## config.mk

```make
export PLATFORM = sky130hd
export DESIGN_NAME = fmdll_div_gen
export DESIGN_NICKNAME = d
export VERILOG_FILES = /design/src/rtl/fmdll_pkg.sv /design/src/rtl/mod_down_counter.sv /design/src/rtl/fmdll_div_gen.sv
export SDC_FILE = /design/constraint.sdc
export NUM_CORES = 1
export LEC_CHECK = 0
export ABC_AREA = 1
export BUFFER_PORTS_ARGS = -buffer_cell sky130_fd_sc_hd__buf_2
export CORE_MARGIN = 1
export CORE_UTILIZATION = 50
export DETAILED_ROUTE_END_ITERATION = 10
export PLACE_DENSITY = 0.69
export REMOVE_ABC_BUFFERS = 1
export SYNTH_ARGS = -nofsm -noshare
export SYNTH_HDL_FRONTEND = slang
export SYNTH_SLANG_ARGS = --single-unit
```

## constraint.sdc

```tcl
create_clock -name clk_out -period 5.8 [get_ports clk_out]
set_clock_uncertainty 0.1 [all_clocks]
set_input_delay 0.29 -clock clk_out [delete_from_list [all_inputs] [get_ports clk_out]]
set_output_delay 0.29 -clock clk_out [all_outputs]
set_load 0.01 [all_outputs]
```

## src/rtl/fmdll_pkg.sv

```systemverilog
// fmdll_pkg
// Shared definitions for the FMDLL divider / select logic.
//   MW_DEF, NW_DEF : default widths of the M and N settings
//   M_MIN, N_MIN   : smallest legal frame length and DIV_N period
//   clamp_m/clamp_n: map a requested setting onto its legal range
//   cfg_state_t    : state of the configuration handshake
package fmdll_pkg;

  localparam int MW_DEF = 2;
  localparam int NW_DEF = 4;

  localparam int unsigned M_MIN = 1;
  localparam int unsigned N_MIN = 2;

  typedef enum logic {
    CFG_IDLE,
    CFG_PENDING
  } cfg_state_t;

  // A zero-length frame is meaningless, so it becomes a one-cycle frame.
  function automatic int unsigned clamp_m(input int unsigned m);
    return (m < M_MIN) ? M_MIN : m;
  endfunction

  // DIV_N needs at least one high and one low cycle.
  function automatic int unsigned clamp_n(input int unsigned n);
    return (n < N_MIN) ? N_MIN : n;
  endfunction

endpackage

```

## src/rtl/mod_down_counter.sv

```systemverilog
// mod_down_counter
// Down counter that runs load_val..1 and reloads after reaching 1.
//   clk      : clock, rising edge
//   rst      : synchronous active-high reset, loads rst_val
//   en       : count enable; 0 holds the count
//   rst_val  : value loaded on reset
//   load_val : value loaded on the enabled cycle where the count is 1
//   count    : current count
//   tc       : terminal count, high while count == 1
module mod_down_counter #(
  parameter int W = 2
) (
  input  logic         clk,
  input  logic         rst,
  input  logic         en,
  input  logic [W-1:0] rst_val,
  input  logic [W-1:0] load_val,
  output logic [W-1:0] count,
  output logic         tc
);

  assign tc = (count == W'(1));

  // The count never passes through zero: at 1 it reloads instead of
  // decrementing, so a load value of 1 simply holds at 1.
  always_ff @(posedge clk) begin
    if (rst) begin
      count <= rst_val;
    end else if (en) begin
      if (tc) begin
        count <= load_val;
      end else begin
        count <= count - W'(1);
      end
    end
  end

endmodule

```

## src/rtl/fmdll_div_gen.sv

```systemverilog
// fmdll_div_gen
// Divider / phase-counter stage feeding the FMDLL select logic.
//   clk_out   : DLL output clock, the only clock
//   rst       : synchronous active-high reset
//   en        : count enable; 0 freezes counters and masks DIV_M
//   M_in      : requested frame length (cycles)
//   N_in      : requested DIV_N period (cycles)
//   cfg_upd   : one-cycle request to adopt M_in / N_in
//   cfg_ack   : one-cycle pulse when the new settings take effect
//   M         : active (clamped) frame length
//   M_counter : position within the frame, counts M..1
//   DIV_M     : frame pulse, high when M_counter is 1 and en is high
//   DIV_N     : divide-by-N wave, high for ceil(N/2) cycles
module fmdll_div_gen
  import fmdll_pkg::*;
#(
  parameter int NW = NW_DEF,
  parameter int MW = MW_DEF
) (
  input  logic          clk_out,
  input  logic          rst,
  input  logic          en,
  input  logic [MW-1:0] M_in,
  input  logic [NW-1:0] N_in,
  input  logic          cfg_upd,
  output logic          cfg_ack,
  output logic [MW-1:0] M,
  output logic [MW-1:0] M_counter,
  output logic          DIV_M,
  output logic          DIV_N
);

  logic [MW-1:0] m_in_eff;
  logic [NW-1:0] n_in_eff;
  logic [MW-1:0] m_act;
  logic [NW-1:0] n_act;
  logic [MW-1:0] m_shadow;
  logic [NW-1:0] n_shadow;
  logic [MW-1:0] m_reload;
  logic [NW-1:0] n_cnt;
  logic [NW-1:0] n_cnt_inc;
  logic [NW:0]   n_high;
  logic          m_tc;
  logic          apply;
  cfg_state_t    cfg_state;
  cfg_state_t    cfg_state_next;

  assign m_in_eff = MW'(clamp_m(32'(M_in)));
  assign n_in_eff = NW'(clamp_n(32'(N_in)));

  // New settings only land on a frame boundary so the select logic never
  // sees a truncated frame.
  assign apply    = en && m_tc && (cfg_state == CFG_PENDING);
  assign m_reload = apply ? m_shadow : m_act;

  // Frame position counter; reloads from the shadow M when a pending
  // configuration is applied at the boundary.
  mod_down_counter #(
    .W(MW)
  ) u_m_counter (
    .clk      (clk_out),
    .rst      (rst),
    .en       (en),
    .rst_val  (m_in_eff),
    .load_val (m_reload),
    .count    (M_counter),
    .tc       (m_tc)
  );

  // Handshake state: a capture always wins over a simultaneous apply, so a
  // request arriving on the boundary stays pending for the next frame.
  always_comb begin
    cfg_state_next = cfg_state;
    if (cfg_upd) begin
      cfg_state_next = CFG_PENDING;
    end else if (apply) begin
      cfg_state_next = CFG_IDLE;
    end
  end

  // Handshake state register.
  always_ff @(posedge clk_out) begin
    if (rst) begin
      cfg_state <= CFG_IDLE;
    end else begin
      cfg_state <= cfg_state_next;
    end
  end

  // Shadow settings: captured (already clamped) on every request, even
  // while en is low; the last request before the boundary wins.
  always_ff @(posedge clk_out) begin
    if (rst) begin
      m_shadow <= m_in_eff;
      n_shadow <= n_in_eff;
    end else if (cfg_upd) begin
      m_shadow <= m_in_eff;
      n_shadow <= n_in_eff;
    end
  end

  // Active settings: loaded straight from the inputs at reset, otherwise
  // only from the shadow at an applying boundary.
  always_ff @(posedge clk_out) begin
    if (rst) begin
      m_act <= m_in_eff;
      n_act <= n_in_eff;
    end else if (apply) begin
      m_act <= m_shadow;
      n_act <= n_shadow;
    end
  end

  // Next N phase and the length of the high part of DIV_N. ceil(N/2) is
  // formed one bit wider so N at full scale does not overflow.
  always_comb begin
    n_cnt_inc = (n_cnt == n_act - NW'(1)) ? '0 : n_cnt + NW'(1);
    n_high    = ({1'b0, n_act} + {{NW{1'b0}}, 1'b1}) >> 1;
  end

  // N phase counter and registered DIV_N; DIV_N always reflects the phase
  // held in n_cnt, and both restart together when new settings apply.
  always_ff @(posedge clk_out) begin
    if (rst) begin
      n_cnt <= '0;
      DIV_N <= 1'b1;
    end else if (en) begin
      if (apply) begin
        n_cnt <= '0;
        DIV_N <= 1'b1;
      end else begin
        n_cnt <= n_cnt_inc;
        DIV_N <= ({1'b0, n_cnt_inc} < n_high);
      end
    end
  end

  // Acknowledge appears together with the new M on the output.
  always_ff @(posedge clk_out) begin
    if (rst) begin
      cfg_ack <= 1'b0;
    end else begin
      cfg_ack <= apply;
    end
  end

  assign M     = m_act;
  assign DIV_M = en && m_tc;

endmodule

```

Word level (Yosys, flattened, before mapping) --
Index checks and enable logic that the tools add are counted.
Word-level totals: bits in registers 21, output and inout bits 7, input port bits 10
Operators by class: reductions and logical operators 6, $lt $le $gt $ge 3, muxes and demuxes 18, equal/unequal tests 2, add/sub/neg operators 4
Operators with widths (number):
- 2-to-1 mux 4 bit | 7
- 2-to-1 mux 2 bit | 8
- nonzero test 2 bit | 4
- adder 4 x 1 -> 5 bit (second input constant) | 1
- adder 4 x 1 -> 4 bit (second input constant) | 1
- == test 4 bit | 1
- < comparator 4 x 2 -> 1 bit (second input constant) | 1
- < comparator 4 bit | 1
- subtractor 4 x 1 -> 4 bit (second input constant) | 1
- 2-to-1 mux 1 bit | 3
- == test 2 x 1 -> 1 bit (second input constant) | 1
- logical AND 1 bit | 2
- < comparator 2 x 1 -> 1 bit (second input constant) | 1
- subtractor 2 x 1 -> 2 bit (second input constant) | 1

Longest topological paths before layout --
word-level depth 7, gate-level depth with buffers 17, gate-level depth less buffers 17

By module --
From an unflattened synthesis, not the netlist that was laid out.
Unflattened totals: cell total of the unflattened synthesis 155, area total of the unflattened synthesis 1184.9 um^2
Modules (own cells, without submodules):
- fmdll_div_gen | sequential area each 480.5 um^2, times used 1, area an instance 1043.5 um^2, cells an instance 135
- mod_down_counter | sequential area each 60.1 um^2, times used 1, area an instance 141.4 um^2, cells an instance 20

Least setup slack after synthesis --
No wires, ideal clock.
kind reg2reg, start register n_act[0], end register DIV_N, path slack 3783 ps, data required time 5585 ps, buffers on the path 0, clock period less this slack 2017 ps, cell stages (with the launch flop) 14, setup time 115 ps, arrival 1803 ps, path through edfxtp_1 -> inv_1 -> ha_1 -> xor2_1 -> nand2_1 -> nor2_2 -> nand2_2 -> and3b_2 -> ha_1 -> nand2_1 -> inv_1 -> nand2_1 -> nand2_1 -> nand2_1
On the way: word-level cells in the longest chain between the ends 5, elaborated cells between the ends (all ways) 6
Ends and longest elaborated chain:
- start, declared | line fmdll_div_gen.sv:36 | logic [NW-1:0] n_act;
- start signal, assigned | line fmdll_div_gen.sv:107 | n_act <= n_in_eff;
- start signal, assigned | line fmdll_div_gen.sv:110 | n_act <= n_shadow;
- subtractor 4 x 1 -> 4 bit | line fmdll_div_gen.sv:117 | n_cnt_inc = (n_cnt == n_act - NW'(1)) ? '0 : n_cnt + NW'(1);
- == test 4 bit | line fmdll_div_gen.sv:117
- 2-to-1 mux 4 bit | line fmdll_div_gen.sv:117
- < comparator 4 bit (*) | line fmdll_div_gen.sv:133 | DIV_N <= ({1'b0, n_cnt_inc} < n_high);
- 2-to-1 mux 1 bit (*) | line fmdll_div_gen.sv:128 | if (apply) begin
- end signal, assigned | line fmdll_div_gen.sv:133
- end, declared | line fmdll_div_gen.sv:30 | output logic DIV_N
Every way passes the cells marked *; elsewhere a longest branch is shown, timed or not. A chain may end at the register's enable or synchronous reset.

Worst setup path in the final report --
Ends and elaborated chain as after synthesis.

==> reports/summary.txt <==
Final TNS setup = 0 ps
worst hold start = M_in[1]
sequential share of the synthesized area = 47.4%
io pins = 17
DR iter-0 viols = 11
Worst Setup End Kind = register
Final Util = 61.3%
status = complete, no violations
design area = 1260 sq um
die width = 49.8 um
first-pass GRT wire length = 3590 um
Worst Hold Path EP = m_shadow[1]
post-cts sizing count = 0
GRT Residual Overflow = 0
vias in the first global route = 891
Initial Util = 55.3%
layout cells sized above 1 = 16.5%
P_leak = 0.650 nW
Chip Height = 49.8 um
CORE AREA = 2060 sq um
Skew-Pair Late Insertion Delay = 300 ps
final hold slack = 90.3 ps
worst reg2reg path endpoint = DIV_N
worst r2r src = n_act[0]
worst hold path depth = 1
Yosys reg bits = 21
detail-routed net length per standard cell = 10.8 um
Ant. Diodes = 0
total CTS buffers = 3
die footprint = 2480 sq um
cells on worst reg2reg path = 13
final net count = 176
P per Cell Area = 249 nW/um^2
Tot GR Track Use = 18.8%
CTS tree = done
Startpoint Class = register
CP Data Required Time = 5910 ps
min Tclk post-route = 2170 ps
Fmax = 0.460 GHz
CTS clk-pin slew, worst paths = 120 ps
cells after synthesis = 143
DRC violations left = 0
fillcell total = 202
CTS Buffer Depth = 2
Worst R2R Setup Slack = 3630 ps
dominant cell type by area after synthesis = edfxtp_1
antenna violations before repair = 0
via/cell ratio = 4.76
Slew Limit Headroom = 73.7%
Max-Cap Viols = 0
H-tree Lvls = 1
Hold-fix buffers, CTS = 0
clock sinks = 21
Critical Path AT = 2280 ps
post-DP HPWL = 1580 um
largest net degree at the start of global routing = 14
Layout area overhead = 10.7%
Synth area leaders = edfxtp_1 (32%), nand2_1 (18%), dfxtp_1 (16%)
DR vias = 880
peak supply drop = 0.136 mV
Post-Place Cell Area = 1240 sq um
Yosys warnings = 0
drt total wl = 2000 um
Port Buf Inserts = 16
Final Cycle Share = 37.5%
WS Path Type = register to register
top cell type's share of synthesized area = 31.6%
Rows = 16
setup violators final = 0
Root Driver = clkbuf_4
Pre-antenna DRT Iters = 4
fin. max-slew vios = 0
RePlAce Congestion = 0.798
post-route ant nets = 0
Hold Fails Final Rpt = 0
syn avg cell area = 7.98 sq um
Max FO, Critical Path = 4
Post CTS Setup Buffer Count = 0
actual slew at the worst max-slew pin = 395 ps
Synth cell types = 20
RSZ-0062 raised after global routing = no
HP Class = input pin to register
mapped cell area = 1140 sq um
==> per-layer routing <==
| metal | vias to the layer above | share of wire (%) | wire length (um) | GRT usage (%) |
|---|---|---|---|---|
| met2 | 12 | 49 | 973 | 33.3 |
| li1 | 481 | - | - | - |
| met5 | - | 0 | 0 | 0 |
| met3 | 2 | 2.0 | 40 | 1.85 |
| met4 | 0 | 0.70 | 14 | 7.62 |
| met1 | 385 | 48 | 969 | 23.0 |
==> cells by family (layout without fill, tap and decap cells) <==
| family | Yosys count | count (layout) | synth area share [%] |
|---|---|---|---|
| and+or+nand+nor | 71 | 71 | 25.7 |
| xor gates and xnor gates | 6 | 6 | 4.61 |
| DFF | 21 | 21 | 47.4 |
| buffers and inverters | 24 | 39 | 7.89 |
| adders and majority gates | 7 | 7 | 7.68 |
| AOI/OAI and AO/OA | 14 | 14 | 6.80 |
==> worst max-delay path by stage <==
stage	start	slack (ps)	depth (start not counted)	end
6_report	n_act[0]	3630	13	DIV_N
5_1_grt	n_act[0]	3490	16	DIV_N
4_1_cts	n_act[0]	3620	13	DIV_N
3_5_place_dp	n_act[0]	3640	13	DIV_N
3_3_place_gp	n_act[0]	3720	13	DIV_N
2_1_floorplan	n_act[0]	3780	13	DIV_N
==> Yosys cell counts <==
library cell	number
nor2_1	4
nor2_2	1
nand3_1	8
dfxtp_1	9
xor2_1	4
edfxtp_1	12
clkbuf_1	5
o31a_1	1
inv_1	18
a21oi_1	4
nand2_2	3
xnor2_1	2
o22ai_1	1
a211oi_1	1
nand2_1	54
and3b_2	1
inv_2	1
ha_1	7
o21ai_0	6
o21ai_1	1
==> critical path: stages, from the launching register on <==
cell and delay, ps:
edfxtp_1 450, inv_1 120, ha_1 260, xor2_1 140
nand2_1 80, nor2_2 140, nand2_2 90, and3b_2 210
ha_1 270, nand2_1 50, inv_1 40, nand2_1 40
nand2_1 50, nand2_1 40
==> flip-flops by register name (all words and copies together) (netlist names), 2 cells and up <==
register	cells
m_shadow	2
n_cnt	4
n_act	4
u_m_counter.count	2
n_shadow	4
M	2
==> metrics by stage <==
stage          cells  setup WS (ps)  total power, W
2_1_floorplan    138           3780        0.000229
3_3_place_gp     181           3720        0.000248
3_5_place_dp     181           3640        0.000250
4_1_cts          185           3620        0.000318
5_1_grt          185           3490        0.000335
6_report         185           3630        0.000315
==> cells in the final DEF, fill, tap and decap left out, types with 6 or more instances in the layout <==
master    instances
o21ai_0           6
inv_1            18
ha_1              7
edfxtp_1         12
buf_2            16
nand2_1          54
dfxtp_1           9
nand3_1           8
==> where the power goes <==
part	switching [W]	internal, W	leakage (nW)
clock network	0.0000425	0.0000257	0.0177
logic	0.0000397	0.0000263	0.438
registers	0.00000821	0.000172	0.195
==> area by class of cell <==
type / count / area (sq um) / area share (%)
repair buffers: 16 / 80.1 / 6.34
multi-input cells: 98 / 510 / 40.4
well taps: 27 / 33.8 / 2.67
clock inverters: 1 / 5.00 / 0.396
flip-flops and latches: 21 / 541 / 42.8
inverters: 19 / 71.3 / 5.64
clock buffers: 3 / 22.5 / 1.78
Note: power is estimated with default switching activity, not from simulation.
